File: src/rtl/picorv_loader_pkg.sv
// Definitions shared by the CPU-side loader and the USB-side bus slave:
// mode encodings, memory size, USB register map and the count-word layout.
package picorv_loader_pkg;

  localparam int MODE_W = 3;

  typedef enum logic [MODE_W-1:0] {
    MODE_RUN   = 3'b001,
    MODE_LOAD  = 3'b010,
    MODE_RESET = 3'b100
  } mode_t;

  localparam int MEM_TOP = 32'h4000;
  localparam int CNT_W   = 15;

  localparam logic [7:0] USB_REG_STATE  = 8'h00;
  localparam logic [7:0] USB_REG_MEM    = 8'h01;
  localparam logic [7:0] USB_REG_SERIAL = 8'h02;

  typedef struct packed {
    logic [16:0]      rsvd;
    logic [CNT_W-1:0] byte_cnt;
  } count_word_t;

  typedef enum logic [1:0] {
    RD_IDLE,
    RD_CMD_WAIT,
    RD_BYTE_WAIT
  } rd_state_t;

  // Unknown command codes fall back to RESET so the core is never left running.
  function automatic mode_t decode_mode(input logic [2:0] code);
    case (code)
      3'b001:  return MODE_RUN;
      3'b010:  return MODE_LOAD;
      default: return MODE_RESET;
    endcase
  endfunction

  function automatic logic [31:0] count_word(input logic [CNT_W-1:0] cnt);
    count_word_t w;
    w.rsvd     = '0;
    w.byte_cnt = cnt;
    return w;
  endfunction

endpackage

File: src/rtl/picorv_loader_if.sv
// Bundle of FIFO, program-RAM and core-side signals seen by the loader.
interface picorv_loader_if
  import picorv_loader_pkg::*;
#(
  parameter int ADDR_W = 12
);
  logic              state_fifo_empty;
  logic [7:0]        state_fifo_out;
  logic              state_fifo_rd_en;
  logic              state_fifo_rd_rst_busy;
  logic              mem_fifo_empty;
  logic [7:0]        mem_fifo_out;
  logic              mem_fifo_rd_en;
  logic              mem_fifo_rd_rst_busy;
  logic              serial_fifo_full;
  logic              serial_fifo_wr_rst_busy;
  logic [31:0]       serial_fifo_in;
  logic              serial_fifo_wr_en;
  logic              mem_wr_en;
  logic [ADDR_W-1:0] mem_wr_addr;
  logic [31:0]       mem_wr_data;
  logic              cpu_resetn;
  logic              cpu_ser_valid;
  logic [31:0]       cpu_ser_data;
  logic              cpu_ser_ready;
  logic [MODE_W-1:0] mode;

  modport master (
    input  state_fifo_empty, state_fifo_out, state_fifo_rd_rst_busy,
    input  mem_fifo_empty, mem_fifo_out, mem_fifo_rd_rst_busy,
    input  serial_fifo_full, serial_fifo_wr_rst_busy,
    input  cpu_ser_valid, cpu_ser_data,
    output state_fifo_rd_en, mem_fifo_rd_en,
    output serial_fifo_in, serial_fifo_wr_en,
    output mem_wr_en, mem_wr_addr, mem_wr_data,
    output cpu_resetn, cpu_ser_ready, mode
  );

  modport slave (
    output state_fifo_empty, state_fifo_out, state_fifo_rd_rst_busy,
    output mem_fifo_empty, mem_fifo_out, mem_fifo_rd_rst_busy,
    output serial_fifo_full, serial_fifo_wr_rst_busy,
    output cpu_ser_valid, cpu_ser_data,
    input  state_fifo_rd_en, mem_fifo_rd_en,
    input  serial_fifo_in, serial_fifo_wr_en,
    input  mem_wr_en, mem_wr_addr, mem_wr_data,
    input  cpu_resetn, cpu_ser_ready, mode
  );

endinterface

File: src/rtl/picorv_loader_word_packer.sv
// Little-endian byte-to-word packer; exposes the completed word on the 4th
// byte and a zero-filled copy of a partial word for flushing.
module picorv_loader_word_packer (
  input  logic        clk,
  input  logic        rst_n,
  input  logic        clear,
  input  logic        push,
  input  logic [7:0]  byte_in,
  output logic        word_done,
  output logic [31:0] word_data,
  output logic [31:0] flush_data,
  output logic        partial
);

  logic [1:0] idx_reg;

  always_ff @(posedge clk or negedge rst_n) begin
    if (!rst_n) begin
      idx_reg <= '0;
    end else if (clear) begin
      idx_reg <= '0;
    end else if (push) begin
      idx_reg <= idx_reg + 2'd1;
    end
  end

  genvar gi;
  generate
    for (gi = 0; gi < 4; gi++) begin : gen_lane
      logic [7:0] lane_reg;

      always_ff @(posedge clk or negedge rst_n) begin
        if (!rst_n) begin
          lane_reg <= '0;
        end else if (clear) begin
          lane_reg <= '0;
        end else if (push && idx_reg == 2'(gi)) begin
          lane_reg <= byte_in;
        end
      end

      // Stale lanes from an earlier word are masked rather than cleared.
      assign word_data[8*gi +: 8]  = (idx_reg == 2'(gi)) ? byte_in : lane_reg;
      assign flush_data[8*gi +: 8] = (2'(gi) < idx_reg) ? lane_reg : 8'h00;
    end
  endgenerate

  assign word_done = push && (idx_reg == 2'd3);
  assign partial   = (idx_reg != 2'd0);

endmodule

File: src/rtl/picorv_loader.sv
// CPU-side consumer of the host command path: mode control, program-RAM
// loading from the byte FIFO, and count/serial-word return.
module picorv_loader
  import picorv_loader_pkg::*;
#(
  parameter int MEM_BYTES = 16384,
  parameter int ADDR_W    = 12
) (
  input  logic clk,
  input  logic resetn,
  picorv_loader_if.master bus
);

  localparam logic [CNT_W-1:0] CNT_MAX = CNT_W'(MEM_BYTES);

  rd_state_t         state_reg, state_next;
  mode_t             mode_reg, new_mode;
  logic [CNT_W-1:0]  byte_cnt_reg, count_val_reg;
  logic              count_pending_reg;
  logic              mem_wr_en_reg;
  logic [ADDR_W-1:0] mem_wr_addr_reg;
  logic [31:0]       mem_wr_data_reg;

  logic cmd_rd, byte_rd, cmd_take, byte_take;
  logic load_entry, load_exit, flush_wr, byte_accept;
  logic ser_space, push_cnt, ser_hs;
  logic pk_word_done, pk_partial;
  logic [31:0] pk_word_data, pk_flush_data;
  logic unused_cmd_bits;

  assign unused_cmd_bits = ^bus.state_fifo_out[7:3];

  always_ff @(posedge clk or negedge resetn) begin
    if (!resetn) begin
      state_reg <= RD_IDLE;
    end else begin
      state_reg <= state_next;
    end
  end

  // Only one FIFO read in flight; commands win over memory bytes.
  always_comb begin
    state_next = state_reg;
    cmd_rd     = 1'b0;
    byte_rd    = 1'b0;
    case (state_reg)
      RD_IDLE: begin
        if (!bus.state_fifo_empty && !bus.state_fifo_rd_rst_busy) begin
          cmd_rd     = 1'b1;
          state_next = RD_CMD_WAIT;
        end else if ((mode_reg == MODE_LOAD || mode_reg == MODE_RESET) &&
                     !bus.mem_fifo_empty && !bus.mem_fifo_rd_rst_busy) begin
          byte_rd    = 1'b1;
          state_next = RD_BYTE_WAIT;
        end
      end
      default: state_next = RD_IDLE;
    endcase
  end

  assign cmd_take    = (state_reg == RD_CMD_WAIT);
  assign byte_take   = (state_reg == RD_BYTE_WAIT);
  assign new_mode    = decode_mode(bus.state_fifo_out[2:0]);
  assign load_entry  = cmd_take && (new_mode == MODE_LOAD);
  assign load_exit   = cmd_take && (mode_reg == MODE_LOAD) && (new_mode != MODE_LOAD);
  assign flush_wr    = load_exit && pk_partial;
  assign byte_accept = byte_take && (mode_reg == MODE_LOAD) && (byte_cnt_reg != CNT_MAX);

  picorv_loader_word_packer u_packer (
    .clk        (clk),
    .rst_n      (resetn),
    .clear      (load_entry || load_exit),
    .push       (byte_accept),
    .byte_in    (bus.mem_fifo_out),
    .word_done  (pk_word_done),
    .word_data  (pk_word_data),
    .flush_data (pk_flush_data),
    .partial    (pk_partial)
  );

  // Count becomes pending the cycle after its write, so it is latched after
  // byte_cnt has absorbed the byte that completed the word.
  always_ff @(posedge clk or negedge resetn) begin
    if (!resetn) begin
      mode_reg          <= MODE_RESET;
      byte_cnt_reg      <= '0;
      count_val_reg     <= '0;
      count_pending_reg <= 1'b0;
      mem_wr_en_reg     <= 1'b0;
      mem_wr_addr_reg   <= '0;
      mem_wr_data_reg   <= '0;
    end else begin
      mem_wr_en_reg <= pk_word_done || flush_wr;
      if (pk_word_done) begin
        mem_wr_addr_reg <= byte_cnt_reg[ADDR_W+1:2];
        mem_wr_data_reg <= pk_word_data;
      end else if (flush_wr) begin
        mem_wr_addr_reg <= byte_cnt_reg[ADDR_W+1:2];
        mem_wr_data_reg <= pk_flush_data;
      end

      if (load_entry) begin
        byte_cnt_reg <= '0;
      end else if (byte_accept) begin
        byte_cnt_reg <= byte_cnt_reg + 1'b1;
      end

      if (cmd_take) begin
        mode_reg <= new_mode;
      end

      if (load_entry) begin
        count_pending_reg <= 1'b0;
      end else if (mem_wr_en_reg) begin
        count_pending_reg <= 1'b1;
        count_val_reg     <= byte_cnt_reg;
      end else if (push_cnt) begin
        count_pending_reg <= 1'b0;
      end
    end
  end

  assign ser_space = !bus.serial_fifo_full && !bus.serial_fifo_wr_rst_busy;
  assign push_cnt  = count_pending_reg && ser_space;
  assign ser_hs    = bus.cpu_ser_ready && bus.cpu_ser_valid;

  assign bus.state_fifo_rd_en  = cmd_rd;
  assign bus.mem_fifo_rd_en    = byte_rd;
  assign bus.cpu_ser_ready     = (mode_reg == MODE_RUN) && ser_space && !count_pending_reg;
  assign bus.serial_fifo_wr_en = push_cnt || ser_hs;
  assign bus.serial_fifo_in    = push_cnt ? count_word(count_val_reg) :
                                 (ser_hs ? bus.cpu_ser_data : 32'h0);
  assign bus.mem_wr_en         = mem_wr_en_reg;
  assign bus.mem_wr_addr       = mem_wr_addr_reg;
  assign bus.mem_wr_data       = mem_wr_data_reg;
  assign bus.cpu_resetn        = (mode_reg == MODE_RUN);
  assign bus.mode              = mode_reg;

endmodule

File: src/flat_wrapper.sv
// flat-port wrapper written by rule: the top's interface ports become plain ports
module picorv_loader_flat import picorv_loader_pkg::*;
#(
  parameter int MEM_BYTES = 16384,
  parameter int ADDR_W    = 12
)
  (clk, resetn, bus_state_fifo_empty, bus_state_fifo_out, bus_state_fifo_rd_rst_busy, bus_mem_fifo_empty, bus_mem_fifo_out, bus_mem_fifo_rd_rst_busy, bus_serial_fifo_full, bus_serial_fifo_wr_rst_busy, bus_cpu_ser_valid, bus_cpu_ser_data, bus_state_fifo_rd_en, bus_mem_fifo_rd_en, bus_serial_fifo_in, bus_serial_fifo_wr_en, bus_mem_wr_en, bus_mem_wr_addr, bus_mem_wr_data, bus_cpu_resetn, bus_cpu_ser_ready, bus_mode);
  picorv_loader_if #(.ADDR_W(ADDR_W)) bus_i ();
  input  logic clk;
  input  logic resetn;
  input wire logic [$bits(bus_i.state_fifo_empty)-1:0] bus_state_fifo_empty;
  input wire logic [$bits(bus_i.state_fifo_out)-1:0] bus_state_fifo_out;
  input wire logic [$bits(bus_i.state_fifo_rd_rst_busy)-1:0] bus_state_fifo_rd_rst_busy;
  input wire logic [$bits(bus_i.mem_fifo_empty)-1:0] bus_mem_fifo_empty;
  input wire logic [$bits(bus_i.mem_fifo_out)-1:0] bus_mem_fifo_out;
  input wire logic [$bits(bus_i.mem_fifo_rd_rst_busy)-1:0] bus_mem_fifo_rd_rst_busy;
  input wire logic [$bits(bus_i.serial_fifo_full)-1:0] bus_serial_fifo_full;
  input wire logic [$bits(bus_i.serial_fifo_wr_rst_busy)-1:0] bus_serial_fifo_wr_rst_busy;
  input wire logic [$bits(bus_i.cpu_ser_valid)-1:0] bus_cpu_ser_valid;
  input wire logic [$bits(bus_i.cpu_ser_data)-1:0] bus_cpu_ser_data;
  output wire logic [$bits(bus_i.state_fifo_rd_en)-1:0] bus_state_fifo_rd_en;
  output wire logic [$bits(bus_i.mem_fifo_rd_en)-1:0] bus_mem_fifo_rd_en;
  output wire logic [$bits(bus_i.serial_fifo_in)-1:0] bus_serial_fifo_in;
  output wire logic [$bits(bus_i.serial_fifo_wr_en)-1:0] bus_serial_fifo_wr_en;
  output wire logic [$bits(bus_i.mem_wr_en)-1:0] bus_mem_wr_en;
  output wire logic [$bits(bus_i.mem_wr_addr)-1:0] bus_mem_wr_addr;
  output wire logic [$bits(bus_i.mem_wr_data)-1:0] bus_mem_wr_data;
  output wire logic [$bits(bus_i.cpu_resetn)-1:0] bus_cpu_resetn;
  output wire logic [$bits(bus_i.cpu_ser_ready)-1:0] bus_cpu_ser_ready;
  output wire logic [$bits(bus_i.mode)-1:0] bus_mode;
  assign bus_i.state_fifo_empty = bus_state_fifo_empty;
  assign bus_i.state_fifo_out = bus_state_fifo_out;
  assign bus_i.state_fifo_rd_rst_busy = bus_state_fifo_rd_rst_busy;
  assign bus_i.mem_fifo_empty = bus_mem_fifo_empty;
  assign bus_i.mem_fifo_out = bus_mem_fifo_out;
  assign bus_i.mem_fifo_rd_rst_busy = bus_mem_fifo_rd_rst_busy;
  assign bus_i.serial_fifo_full = bus_serial_fifo_full;
  assign bus_i.serial_fifo_wr_rst_busy = bus_serial_fifo_wr_rst_busy;
  assign bus_i.cpu_ser_valid = bus_cpu_ser_valid;
  assign bus_i.cpu_ser_data = bus_cpu_ser_data;
  assign bus_state_fifo_rd_en = bus_i.state_fifo_rd_en;
  assign bus_mem_fifo_rd_en = bus_i.mem_fifo_rd_en;
  assign bus_serial_fifo_in = bus_i.serial_fifo_in;
  assign bus_serial_fifo_wr_en = bus_i.serial_fifo_wr_en;
  assign bus_mem_wr_en = bus_i.mem_wr_en;
  assign bus_mem_wr_addr = bus_i.mem_wr_addr;
  assign bus_mem_wr_data = bus_i.mem_wr_data;
  assign bus_cpu_resetn = bus_i.cpu_resetn;
  assign bus_cpu_ser_ready = bus_i.cpu_ser_ready;
  assign bus_mode = bus_i.mode;
  picorv_loader #(.MEM_BYTES(MEM_BYTES), .ADDR_W(ADDR_W)) u_core (.clk(clk), .resetn(resetn), .bus(bus_i));
endmodule
File: config.mk
export PLATFORM = sky130hd
export DESIGN_NAME = picorv_loader_flat
export DESIGN_NICKNAME = d
export VERILOG_FILES = /design/src/rtl/picorv_loader_pkg.sv /design/src/rtl/picorv_loader_if.sv /design/src/rtl/picorv_loader_word_packer.sv /design/src/rtl/picorv_loader.sv /design/src/flat_wrapper.sv
export SDC_FILE = /design/constraint.sdc
export NUM_CORES = 1
export LEC_CHECK = 0
export ABC_AREA = 1
export CORE_UTILIZATION = 56
export CTS_CLUSTER_DIAMETER = 80
export CTS_CLUSTER_SIZE = 25
export DETAILED_ROUTE_END_ITERATION = 7
export HOLD_SLACK_MARGIN = 0.03
export PLACE_DENSITY = 0.87
export REMOVE_ABC_BUFFERS = 1
export SLEW_MARGIN = 10
export SYNTH_ARGS = -nofsm -noshare
export SYNTH_HDL_FRONTEND = slang
export SYNTH_HIERARCHICAL = 1
export SYNTH_SLANG_ARGS = --single-unit
File: constraint.sdc
create_clock -name clk -period 5 [get_ports clk]
set_input_delay 1 -clock clk [delete_from_list [all_inputs] [get_ports clk]]
set_output_delay 1 -clock clk [all_outputs]
set_load 0.1 [all_outputs]
### Word-level counts from Yosys, hierarchy flattened

Index checks and enable logic that the tools add are counted.

| word-level totals | value |
|---|---|
| flip-flop bits (word level) | 115 |
| output and inout port bits | 85 |
| input port bits | 57 |

| cells by class | value |
|---|---|
| magnitude comparators | 4 |
| bitwise operators | 1 |
| equality and inequality tests | 14 |
| reduce and logical (&&, ||, !) cells | 41 |
| multiplexer cells | 38 |
| $add $sub $neg | 2 |

Operators with widths:

| cell | count |
|---|---|
| 32-bit two-way mux | 4 |
| 8-bit two-way mux | 16 |
| 15-bit two-way mux | 2 |
| 12-bit two-way mux | 2 |
| 1-bit logical AND | 18 |
| 2-bit nonzero test | 8 |
| 15-bit by 1-bit adder with 15-bit output, second input constant | 1 |
| 15-bit inequality test, second input constant | 1 |
| 2-bit two-way mux | 5 |
| 3-bit by 2-bit == test with 1-bit output, second input constant | 3 |
| 1-bit two-way mux | 8 |
| 1-bit zero test | 7 |
| 2-bit == test, second input constant | 3 |
| 3-bit by 1-bit == test with 1-bit output, second input constant | 2 |
| 3-bit case mux with 2 select lines | 1 |
| 2-bit by 1-bit == test with 1-bit output, second input constant | 2 |
| 2-bit zero test | 2 |
| 1-bit logical OR | 4 |
| 1-bit by 2-bit less-than comparator with 1-bit output, first input constant | 2 |
| 2-bit less-than comparator, first input constant | 2 |
| 3-bit == test, second input constant | 1 |
| 3-bit by 1-bit inequality test with 1-bit output, second input constant | 1 |
| 3-bit by 2-bit inequality test with 1-bit output, second input constant | 1 |
| 3-bit nonzero test | 1 |
| 3 further kinds | 3 |

### Longest topological paths before layout

Gate-level depths: netlist of run 1.

| logic depth | value |
|---|---|
| depth in word-level cells | 7 |
| mapped depth | 18 |
| gate-level depth less buffers | 14 |

### Cells and area by module

Netlist of run 1, hierarchy kept.

Modules (own cells, without submodules):

| module | cells each | times used | area each (µm²) | sequential area each (µm²) |
|---|---|---|---|---|
| picorv_loader | 628 | 1 | 4440.5 | 2028.2 |
| picorv_loader_word_packer | 309 | 1 | 2217.1 | 850.8 |

### Worst setup path after synthesis of run 1

Ideal clock, no wire load.

| timing path | value |
|---|---|
| path kind | reg-to-output |
| from | register u_core.mode_reg[1], in the netlist u_core/bus.mode[1] |
| to | output port bus_mem_fifo_rd_en |
| arrival time | 4.103 ns |
| required time | 4.000 ns |
| cell stages (with the launch flop) | 5 |
| slack | -0.103 ns |
| cells stage by stage | dfrtp_1 > inv_2 > nor2_2 > o21ai_0 > nor4_1 |

| between the ends | value |
|---|---|
| cells in the longest elaborated chain, start to end | 7 |
| elaborated cells on any way between the ends | 8 |
| classes of those cells | 2 x eq/ne; 3 x mux; 3 x reduce/logical |

Ends and longest elaborated chain:

| what | RTL line | RTL |
|---|---|---|
| start: declaration | picorv_loader.sv:17 | `mode_t mode_reg, new_mode;` |
| start signal: assignment | picorv_loader.sv:109 | `mode_reg <= new_mode;` |
| 3-bit by 2-bit == test with 1-bit output / 3-bit == test (equally long branches) | picorv_loader.sv:51 | `end else if ((mode_reg == MODE_LOAD \|\| mode_reg == MODE_RESET) &&` |
| 1-bit logical OR * | picorv_loader.sv:51 |  |
| 1-bit logical AND * | picorv_loader.sv:51 |  |
| 1-bit logical AND * | picorv_loader.sv:52 | `!bus.mem_fifo_empty && !bus.mem_fifo_rd_rst_busy) begin` |
| 1-bit two-way mux * | picorv_loader.sv:51 |  |
| 1-bit two-way mux * | picorv_loader.sv:48 | `if (!bus.state_fifo_empty && !bus.state_fifo_rd_rst_busy) begin` |
| 1-bit two-way mux * | picorv_loader.sv:46 | `case (state_reg)` |
| end: declaration | flat_wrapper.sv:22 | `output wire logic [$bits(bus_i.mem_fifo_rd_en)-1:0] bus_mem_fifo_rd_en;` |

Every way passes the cells marked *; elsewhere a longest branch is shown, timed or not.

### Worst setup path after layout of run 1

| timing path | value |
|---|---|
| from | input port bus_serial_fifo_wr_rst_busy |
| to | output port bus_serial_fifo_in[21] |

| between the ends | value |
|---|---|
| cells in the longest elaborated chain, start to end | 7 |
| elaborated cells on any way between the ends | 8 |
| classes of those cells | 2 x mux; 6 x reduce/logical |

Ends and longest elaborated chain:

| what | RTL line | RTL |
|---|---|---|
| start: declaration | flat_wrapper.sv:18 | `input wire logic [$bits(bus_i.serial_fifo_wr_rst_busy)-1:0] bus_serial_fifo_wr_rst_busy;` |
| 1-bit zero test * | picorv_loader.sv:123 | `assign ser_space = !bus.serial_fifo_full && !bus.serial_fifo_wr_rst_busy;` |
| 1-bit logical AND * | picorv_loader.sv:123 |  |
| 1-bit logical AND (2 in a row) | picorv_loader.sv:129 | `assign bus.cpu_ser_ready = (mode_reg == MODE_RUN) && ser_space && !count_pending_reg;` |
| 1-bit logical AND | picorv_loader.sv:125 | `assign ser_hs = bus.cpu_ser_ready && bus.cpu_ser_valid;` |
| 32-bit two-way mux | picorv_loader.sv:132 | `(ser_hs ? bus.cpu_ser_data : 32'h0);` |
| 32-bit two-way mux * | picorv_loader.sv:131 | `assign bus.serial_fifo_in = push_cnt ? count_word(count_val_reg) :` |
| end: declaration | flat_wrapper.sv:23 | `output wire logic [$bits(bus_i.serial_fifo_in)-1:0] bus_serial_fifo_in;` |

Marked as above.

==> results of run 1 <==
cell type report:
cell class              instances  area share (%)
inverters                      76            3.57
multi-input cells             697            37.3
well taps                     143            2.13
flip-flops and latches        115            34.2
clock inverters                12            1.86
repair buffers                142            15.6
clock buffers                  20            5.31
through the flow:
stage	instance area, µm²	instances	hold WS, ns	power (W)
final	8410	1205	0.489	0.00301
after floorplan	6320	888	0.453	0.00160
after detailed placement	7810	1173	0.474	0.00179
after global placement	7810	1173	0.467	0.00177
after global routing	8410	1205	0.517	0.00313
after CTS	8410	1205	0.487	0.00302
path summary, 6_finish.rpt:
kind                                             start                          to  cells past startpoint
min in group asynchronous                       resetn  u_core/bus.mem_wr_data[17]                      1
max in group asynchronous                       resetn  u_core/bus.mem_wr_data[28]                      2
max reg2reg                     u_core/byte_cnt_reg[0]  u_core/bus.mem_wr_data[20]                     15
min                            u_core/count_val_reg[8]     u_core/count_val_reg[8]                      2
min reg2reg                    u_core/count_val_reg[8]     u_core/count_val_reg[8]                      2
max                        bus_serial_fifo_wr_rst_busy      bus_serial_fifo_in[21]                      6
cells by family after synthesis:
logic type	count (synthesis)	share of synthesized area, %
buf+inv	132	10.0
flops	115	43.2
other cells	1	0.0563
compound gates	61	4.77
simple gates	611	39.1
fa+ha+maj	10	1.88
xor+xnor	7	0.921
worst max-delay path, stage by stage:
cell	delay [ns]
clkdlybuf4s50_1	0.40
or2_4	0.27
nor3_4	0.56
nand2_4	0.30
nor2_1	0.18
buf_4	0.31
routing by layer:
| metal | GRT usage (%) | up-vias | wire length (µm) |
|---|---|---|---|
| li1 | - | 3142 | - |
| met1 | 35.0 | 2904 | 6940 |
| met2 | 49.3 | 272 | 8290 |
| met3 | 6.89 | 41 | 1230 |
| met4 | 10.9 | 0 | 371 |
| met5 | 0 | - | 0 |
power by group:
group | internal [W] | total, W | switching (W)
clock network | 0.000796 | 0.00123 | 0.000429
logic | 0.000206 | 0.000642 | 0.000436
registers | 0.00105 | 0.00114 | 0.0000865
total | 0.00205 | 0.00301 | 0.000951
layout by cell type (no fill, tap or decap), drive strengths merged:
cell type | Yosys | routed
or2 | 1 | 1
nand4 | 10 | 10
buf | 49 | 43
nand2 | 398 | 398
nor3 | 4 | 4
bufinv | 0 | 3
o22ai | 1 | 1
clkinvlp | 0 | 4
clkbuf | 7 | 20
nor4 | 2 | 2
nor2 | 86 | 86
nand3 | 110 | 110
clkdlybuf4s50 | 0 | 99
a21oi | 26 | 26
clkinv | 1 | 4
inv | 75 | 77
dfrtp | 114 | 114
dfstp | 1 | 1
o21ai | 34 | 34
xor2 | 7 | 7
ha | 10 | 10
conb | 1 | 8
==> reports/qor.csv, run 1 <==
stage;metric;value;unit
layout;Register Area;2880;µm²
clock_tree;clk buf depth;2;
synth;Synth top cells by count;nand2_1, dfrtp_1, nand3_1, nor2_1, inv_1;
synth;Synth area leader;dfrtp_1;
status;failing checks;design-rule violations;
floorplan;die height;111;µm
sta;Fmax;0.247;GHz
route;Residual DRC;36;
layout;fin util;73.1;%
layout;layout cells sized above 1;10.6;%
setup_path;Worst EP required;4.00;ns
global_route;first-pass GRT wire length;28300;µm
route;Final ANT Viol Nets;0;
route;Vias;6359;
layout;diode count;0;
place;setup slack at placement;0.968;ns
power_and_ir_drop;Worst VDD drop;0.232;mV
setup_path;Worst setup SP type;input pin;
layout;Area growth, synth to finish;26.4;%
synth;most frequent cell after synthesis;nand2_1;
route;Post-Route WL;16800;µm
sta;Worst slew margin;34.0;%
synth;Post-synth EDFFs;0;
power_and_ir_drop;Power Dens Cells;357;nW/µm²
global_route;Remaining Overflow, GRT;0;
sta;Final Cycle Share;80.8;%
floorplan;die area;12300;µm²
synth;Yosys reg bits;115;
clock_tree;Worst-path clk slew;0.05;ns
place;DPL Wire Length;10900;µm
layout;Nets;1116;
sta;Slew Viols, Final;0;
floorplan;Die W;111;µm
setup_path;CP arrival;3.04;ns
route;First DRT Iteration DRCs;412;
setup_path;Setup Crit Path Kind;in2out;
worst_hold_path;Hold WC Path Type;reg2reg;
global_route;initial antenna violation count;0;
clock_tree;TritonCTS Buffers;17;
power_and_ir_drop;static leakage;4.44;nW
clock_tree;CTS tree;yes;
global_route;GRT Overall Usage;28.7;%
synth;post-synth top area share;42.8;%
place;routability cong.;0.882;
synth;Yosys warning total;6;
setup_path;crit path capture type;primary output;
synth;ys async rst share;100;%
floorplan;Initial Util;57.8;%
synth;Main synth FF type;dfrtp_1;
synth;register area share after synthesis;43.2;%
sta;final hold violations;0;
clock_tree;CTS H-tree lvls;4;
layout;Filler cells;925;
synth;Distinct cells, synth;35;
route;drt first pass iters;8;
synth;Mean Syn Cell Area;7.11;µm²
synth;Mapped Cells;937;
global_route;vias in the first global route;5978;
setup_path;Reg2Reg Setup Slack;1.92;ns
clock_tree;CTS root buffer;clkbuf_16;
sta;clock skew;0.00891;ns
synth;synth top area cells;dfrtp_1, nand2_1, nand3_1, nor2_1, inv_1;
place;I/O Buffers;136;
sta;Final min period;4.04;ns
setup_path;Crit Path Max Fanout;18;
layout;area occupied by multi-input gates;3140;µm²
clock_tree;post-cts sizing count;0;
route;WL/cell;14.0;µm
global_route;pin count of the biggest net entering global routing;77;
clock_tree;clk_lat worst skew;0.41;ns
clock_tree;Post-CTS Hold Buffers;0;
sta;final setup margin;0.959;ns
sta;RSZ-0062 raised after global routing;false;
clock_tree;Sinks on Clock Net;115;
status;outcome;finished, violations left;
job;max_cap viols;0;
route;Via density;5.28;
floorplan;Rows;39;
sta;Finish-stage setup viols;0;
floorplan;I/O pin total;142;
sta;sum of negative setup slack;0;ns
floorplan;core area;11500;µm²
synth;synthesized cell area;6660;µm²
clock_tree;post-CTS setup buffers;0;
sta;worst-margin pin slew;0.987;ns
(Power assumes the default switching activity.)
==> inputs of run 2 (changes only) <==
--- a/config.mk
+++ b/config.mk
@@ -6,12 +6,12 @@
 export NUM_CORES = 1
 export LEC_CHECK = 0
 export ABC_AREA = 1
-export CORE_UTILIZATION = 56
+export CORE_UTILIZATION = 52
 export CTS_CLUSTER_DIAMETER = 80
 export CTS_CLUSTER_SIZE = 25
 export DETAILED_ROUTE_END_ITERATION = 7
 export HOLD_SLACK_MARGIN = 0.03
-export PLACE_DENSITY = 0.87
+export PLACE_DENSITY = 0.81
 export REMOVE_ABC_BUFFERS = 1
 export SLEW_MARGIN = 10
 export SYNTH_ARGS = -nofsm -noshare
==> constraint.sdc (replaced) <==
create_clock -name clk -period 4.1 [get_ports clk]
set_input_delay 0.82 -clock clk [delete_from_list [all_inputs] [get_ports clk]]
set_output_delay 0.82 -clock clk [all_outputs]
set_load 0.1 [all_outputs]
==> reports/qor.csv, run 2 (synthesized netlist as in run 1, its figures left out) <==
stage;metric;value;unit
status;outcome;finished, violations left;
status;failing checks;design-rule violations;
route;Final ANT Viol Nets;0;
clock_tree;Post-CTS Hold Buffers;0;
clock_tree;TritonCTS Buffers;17;
sta;Final Cycle Share;79.4;%
setup_path;Crit Path Max Fanout;16;
route;Post-Route WL;17800;µm
setup_path;FF-to-FF path depth;9;
setup_path;Worst setup SP type;input pin;
sta;final hold violations;0;
floorplan;Die W;115;µm
setup_path;Worst EP required;3.28;ns
clock_tree;CTS root buffer;clkbuf_16;
clock_tree;CTS H-tree lvls;4;
clock_tree;Sinks on Clock Net;115;
global_route;first-pass GRT wire length;29500;µm
floorplan;I/O pin total;142;
layout;Filler cells;933;
setup_path;R2R Path End;u_core/bus.mem_wr_data[11];
setup_path;Reg2Reg Setup Slack;1.35;ns
sta;Slew Viols, Final;0;
clock_tree;clk_lat worst skew;0.41;ns
clock_tree;Worst-path clk slew;0.06;ns
setup_path;Setup Crit Path Kind;in2out;
setup_path;crit path capture type;primary output;
floorplan;Rows;40;
global_route;Remaining Overflow, GRT;0;
layout;Nets;1118;
sta;Final min period;3.26;ns
sta;Worst slew margin;32.9;%
power_and_ir_drop;Power Dens Cells;429;nW/µm²
sta;final setup margin;0.843;ns
place;setup slack at placement;0.805;ns
sta;WHS;0.459;ns
floorplan;core area;12300;µm²
layout;commonest non-fill, non-tap cells in the layout;nand2_1, dfrtp_1, nand3_1;
clock_tree;clk buf depth;2;
place;I/O Buffers;136;
global_route;pin count of the biggest net entering global routing;116;
global_route;initial antenna violation count;0;
sta;sum of negative setup slack;0;ns
floorplan;die height;115;µm
clock_tree;CTS tree;yes;
layout;commonest non-fill, non-tap cell in the layout;nand2_1;
place;DPL Wire Length;11700;µm
route;Residual DRC;1;
route;Via density;5.25;
route;WL/cell;14.4;µm
sta;Fmax;0.307;GHz
sta;Finish-stage setup viols;0;
floorplan;Initial Util;54.3;%
sta;clock skew;0.00888;ns
sta;worst-margin pin slew;1.00;ns
global_route;GRT Overall Usage;28.6;%
global_route;vias in the first global route;6229;
route;First DRT Iteration DRCs;399;
layout;layout cells sized above 1;11.0;%
floorplan;die area;13300;µm²
setup_path;worst r2r src;u_core/u_packer/idx_reg[1];
route;drt first pass iters;7;
worst_hold_path;Hold WC Path Type;in2async;
setup_path;CP arrival;2.44;ns
power_and_ir_drop;Worst VDD drop;0.308;mV
clock_tree;post-cts sizing count;0;
setup_path;Worst Setup EP;bus_serial_fifo_in[21];
layout;diode count;0;
layout;Area growth, synth to finish;34.6;%
job;max_cap viols;0;
place;routability cong.;0.878;
route;Vias;6473;
setup_path;critical path startpoint;bus_serial_fifo_full;
clock_tree;post-CTS setup buffers;0;
power_and_ir_drop;static leakage;4.57;nW
sta;RSZ-0062 raised after global routing;false;
-- run 2: cell types whose count changed in the layout (fill, tap and decap cells not counted), sizes merged --
cell      delta
bufinv       +2
clkinvlp     +1
clkinv       -3
buf          +2
-- run 2: worst max-delay path, cell delays in order --
cell and delay, ns:
clkdlybuf4s50_1 0.47, or2_4 0.15, nor2_1 0.04, buf_4 0.18, inv_1 0.27, nand2_1 0.08
nor2_1 0.22, buf_12 0.21
-- run 2: worst min-delay path by stage --
stage	startpoint	endpoint	slack, ns
2_1_floorplan	u_core/count_val_reg[0]	u_core/count_val_reg[0]	0.45
3_3_place_gp	u_core/count_val_reg[2]	u_core/count_val_reg[2]	0.47
3_5_place_dp	u_core/count_val_reg[13]	u_core/count_val_reg[13]	0.47
4_1_cts	u_core/count_val_reg[13]	u_core/count_val_reg[13]	0.49
5_1_grt	u_core/count_val_reg[10]	u_core/count_val_reg[10]	0.50
6_report	resetn	u_core/bus.mem_wr_data[19]	0.46
-- run 2: where the power goes --
part	internal, W	switching (W)	leakage [nW]	total [W]
combinational	0.000261	0.000546	2.82	0.000806
sequential	0.00128	0.000105	1.44	0.00139
clock	0.00113	0.000528	0.311	0.00165
-- run 2: area by class of cell --
cell class / count / area [µm²] / share of cell area (%)
Clock buffer: 20 / 467 / 5.21
Clock inverter: 12 / 201 / 2.25
Inverter: 76 / 300 / 3.35
Multi-Input combinational cell: 697 / 3140 / 35.0
Sequential cell: 115 / 2880 / 32.1
Tap cell: 168 / 210 / 2.35
Timing Repair Buffer: 144 / 1770 / 19.7
-- run 2: metal layers --
metal	track usage, %	wire length, µm	up-vias
met3	6.96	1290	48
met4	13.9	645	0
met2	49.3	8750	256
met5	0	0	-
li1	-	-	3140
met1	33.6	7110	3029
-- run 2: metrics by stage --
step	utilization (%)	total power, W	std cells	cell area (µm²)
after floorplan	-	0.00195	888	6320
after global placement	67.7	0.00217	1200	8300
after detailed placement	67.7	0.00219	1200	8300
after CTS	73.1	0.00386	1232	8960
after global routing	73.1	0.00400	1232	8960
final	73.1	0.00385	1232	8960
==> inputs of run 3 (changes only) <==
==> constraint.sdc (replaced) <==
create_clock -name clk -period 3.1 [get_ports clk]
set_input_delay 0.62 -clock clk [delete_from_list [all_inputs] [get_ports clk]]
set_output_delay 0.62 -clock clk [all_outputs]
set_load 0.1 [all_outputs]
==> reports/qor.csv, run 3 (synthesized netlist as in run 1, its figures left out) <==
stage;metric;value;unit
clock_tree;clk_lat worst skew;0.41;ns
global_route;vias in the first global route;6118;
place;Cell Area, Placed;8210;µm²
global_route;first-pass GRT wire length;28800;µm
clock_tree;Worst-path clk slew;0.05;ns
job;max_cap viols;0;
route;Post-Route WL;17400;µm
clock_tree;CTS H-tree lvls;4;
floorplan;I/O pin total;142;
floorplan;Initial Util;54.3;%
place;DPL Wire Length;11900;µm
floorplan;Die W;115;µm
place;setup slack at placement;0.278;ns
clock_tree;CTS root buffer;clkbuf_16;
route;drt first pass iters;6;
floorplan;core area;12300;µm²
route;Via density;5.18;
clock_tree;clk buf depth;2;
setup_path;crit path capture type;primary output;
route;WL/cell;14.1;µm
place;routability cong.;0.875;
layout;non-filler cells, final;1233;
floorplan;die height;115;µm
layout;Area growth, synth to finish;31.8;%
layout;Nets;1121;
clock_tree;Sinks on Clock Net;115;
sta;Worst slew margin;50.0;%
global_route;Remaining Overflow, GRT;0;
layout;fin util;71.6;%
setup_path;Worst EP required;2.48;ns
global_route;pin count of the biggest net entering global routing;59;
sta;clock skew;0.00779;ns
power_and_ir_drop;static leakage;4.59;nW
layout;Final Cell Area;8770;µm²
sta;final setup margin;0.292;ns
floorplan;die area;13300;µm²
global_route;initial antenna violation count;0;
sta;worst-margin pin slew;0.750;ns
sta;RSZ-0062 raised after global routing;false;
route;First DRT Iteration DRCs;457;
setup_path;CP arrival;2.19;ns
sta;Final min period;2.81;ns
setup_path;Setup Crit Path Kind;in2out;
clock_tree;post-cts sizing count;0;
layout;layout cells sized above 1;15.6;%
layout;commonest non-fill, non-tap cells in the layout;nand2_1, dfrtp_1, nand3_1;
floorplan;Rows;40;
worst_hold_path;Hold WC Path Type;in2async;
status;outcome;complete, no violations;
clock_tree;CTS tree;yes;
layout;diode count;0;
clock_tree;TritonCTS Buffers;17;
sta;Final Cycle Share;90.6;%
global_route;GRT Overall Usage;28.1;%
place;I/O Buffers;136;
clock_tree;Post-CTS Hold Buffers;0;
route;Vias;6388;
setup_path;Worst setup SP type;input pin;
power_and_ir_drop;Worst VDD drop;0.364;mV
power_and_ir_drop;total power;0.00475;W
sta;final hold violations;0;
power_and_ir_drop;Power Dens Cells;541;nW/µm²
sta;Finish-stage setup viols;0;
layout;commonest non-fill, non-tap cell in the layout;nand2_1;
clock_tree;post-CTS setup buffers;0;
sta;Slew Viols, Final;0;
sta;Fmax;0.356;GHz
route;Final ANT Viol Nets;0;
route;Residual DRC;0;
layout;Filler cells;958;
setup_path;Crit Path Max Fanout;16;
place;Placed Cells;1203;
## run 3: per-layer routing
layer  wire [µm]  track usage (%)
met1        6860             32.5
met2        8680             49.9
met3        1380             6.85
met4         518             11.9
met5           0                0
## run 3: final cells by class
cell class                      count  area, µm²  area share, %
Clock inverter                     10        110           1.25
Clock buffer                       20        457           5.20
Sequential cell                   115       2880           32.8
Tap cell                          168        210           2.40
Multi-Input combinational cell    697       3140           35.8
Timing Repair Buffer              147       1680           19.1
Inverter                           76        300           3.42
## run 3: final timing paths
check                                                  from                         end  slack (ns)  depth (start not counted)
worst min register to register      u_core/count_val_reg[6]     u_core/count_val_reg[6]        0.48                          2
worst max-delay path            bus_serial_fifo_wr_rst_busy      bus_serial_fifo_in[12]        0.29                          7
max in group asynchronous                            resetn    u_core/count_val_reg[10]        2.15                          2
worst max register to register       u_core/byte_cnt_reg[0]   u_core/bus.mem_wr_addr[0]        0.31                         13
worst min-delay path                                 resetn  u_core/bus.mem_wr_data[26]        0.26                          1
min in group clk                    u_core/count_val_reg[6]     u_core/count_val_reg[6]        0.48                          2
## run 3: report_power, final
| part | switching, W | leakage, nW | internal, W |
|---|---|---|---|
| clock | 0.000662 | 0.270 | 0.00121 |
| sequential | 0.000139 | 1.44 | 0.00170 |
| combinational | 0.000711 | 2.88 | 0.000334 |
| total | 0.00151 | 4.59 | 0.00324 |
## run 3: worst max-delay path: stages
cell and delay (ns):
clkdlybuf4s50_1 0.40, or2_4 0.27, nor3_4 0.22, buf_4 0.26, nand3_1 0.10, nand2_1 0.12
buf_12 0.18
## run 3: metrics by stage
stage / TNS [ns] / hold slack [ns]
final: 0 / 0.261
after global routing: 0 / 0.321
after CTS: 0 / 0.295
after detailed placement: 0 / 0.474
after global placement: 0 / 0.465
after floorplan: -90.23 / 0.324
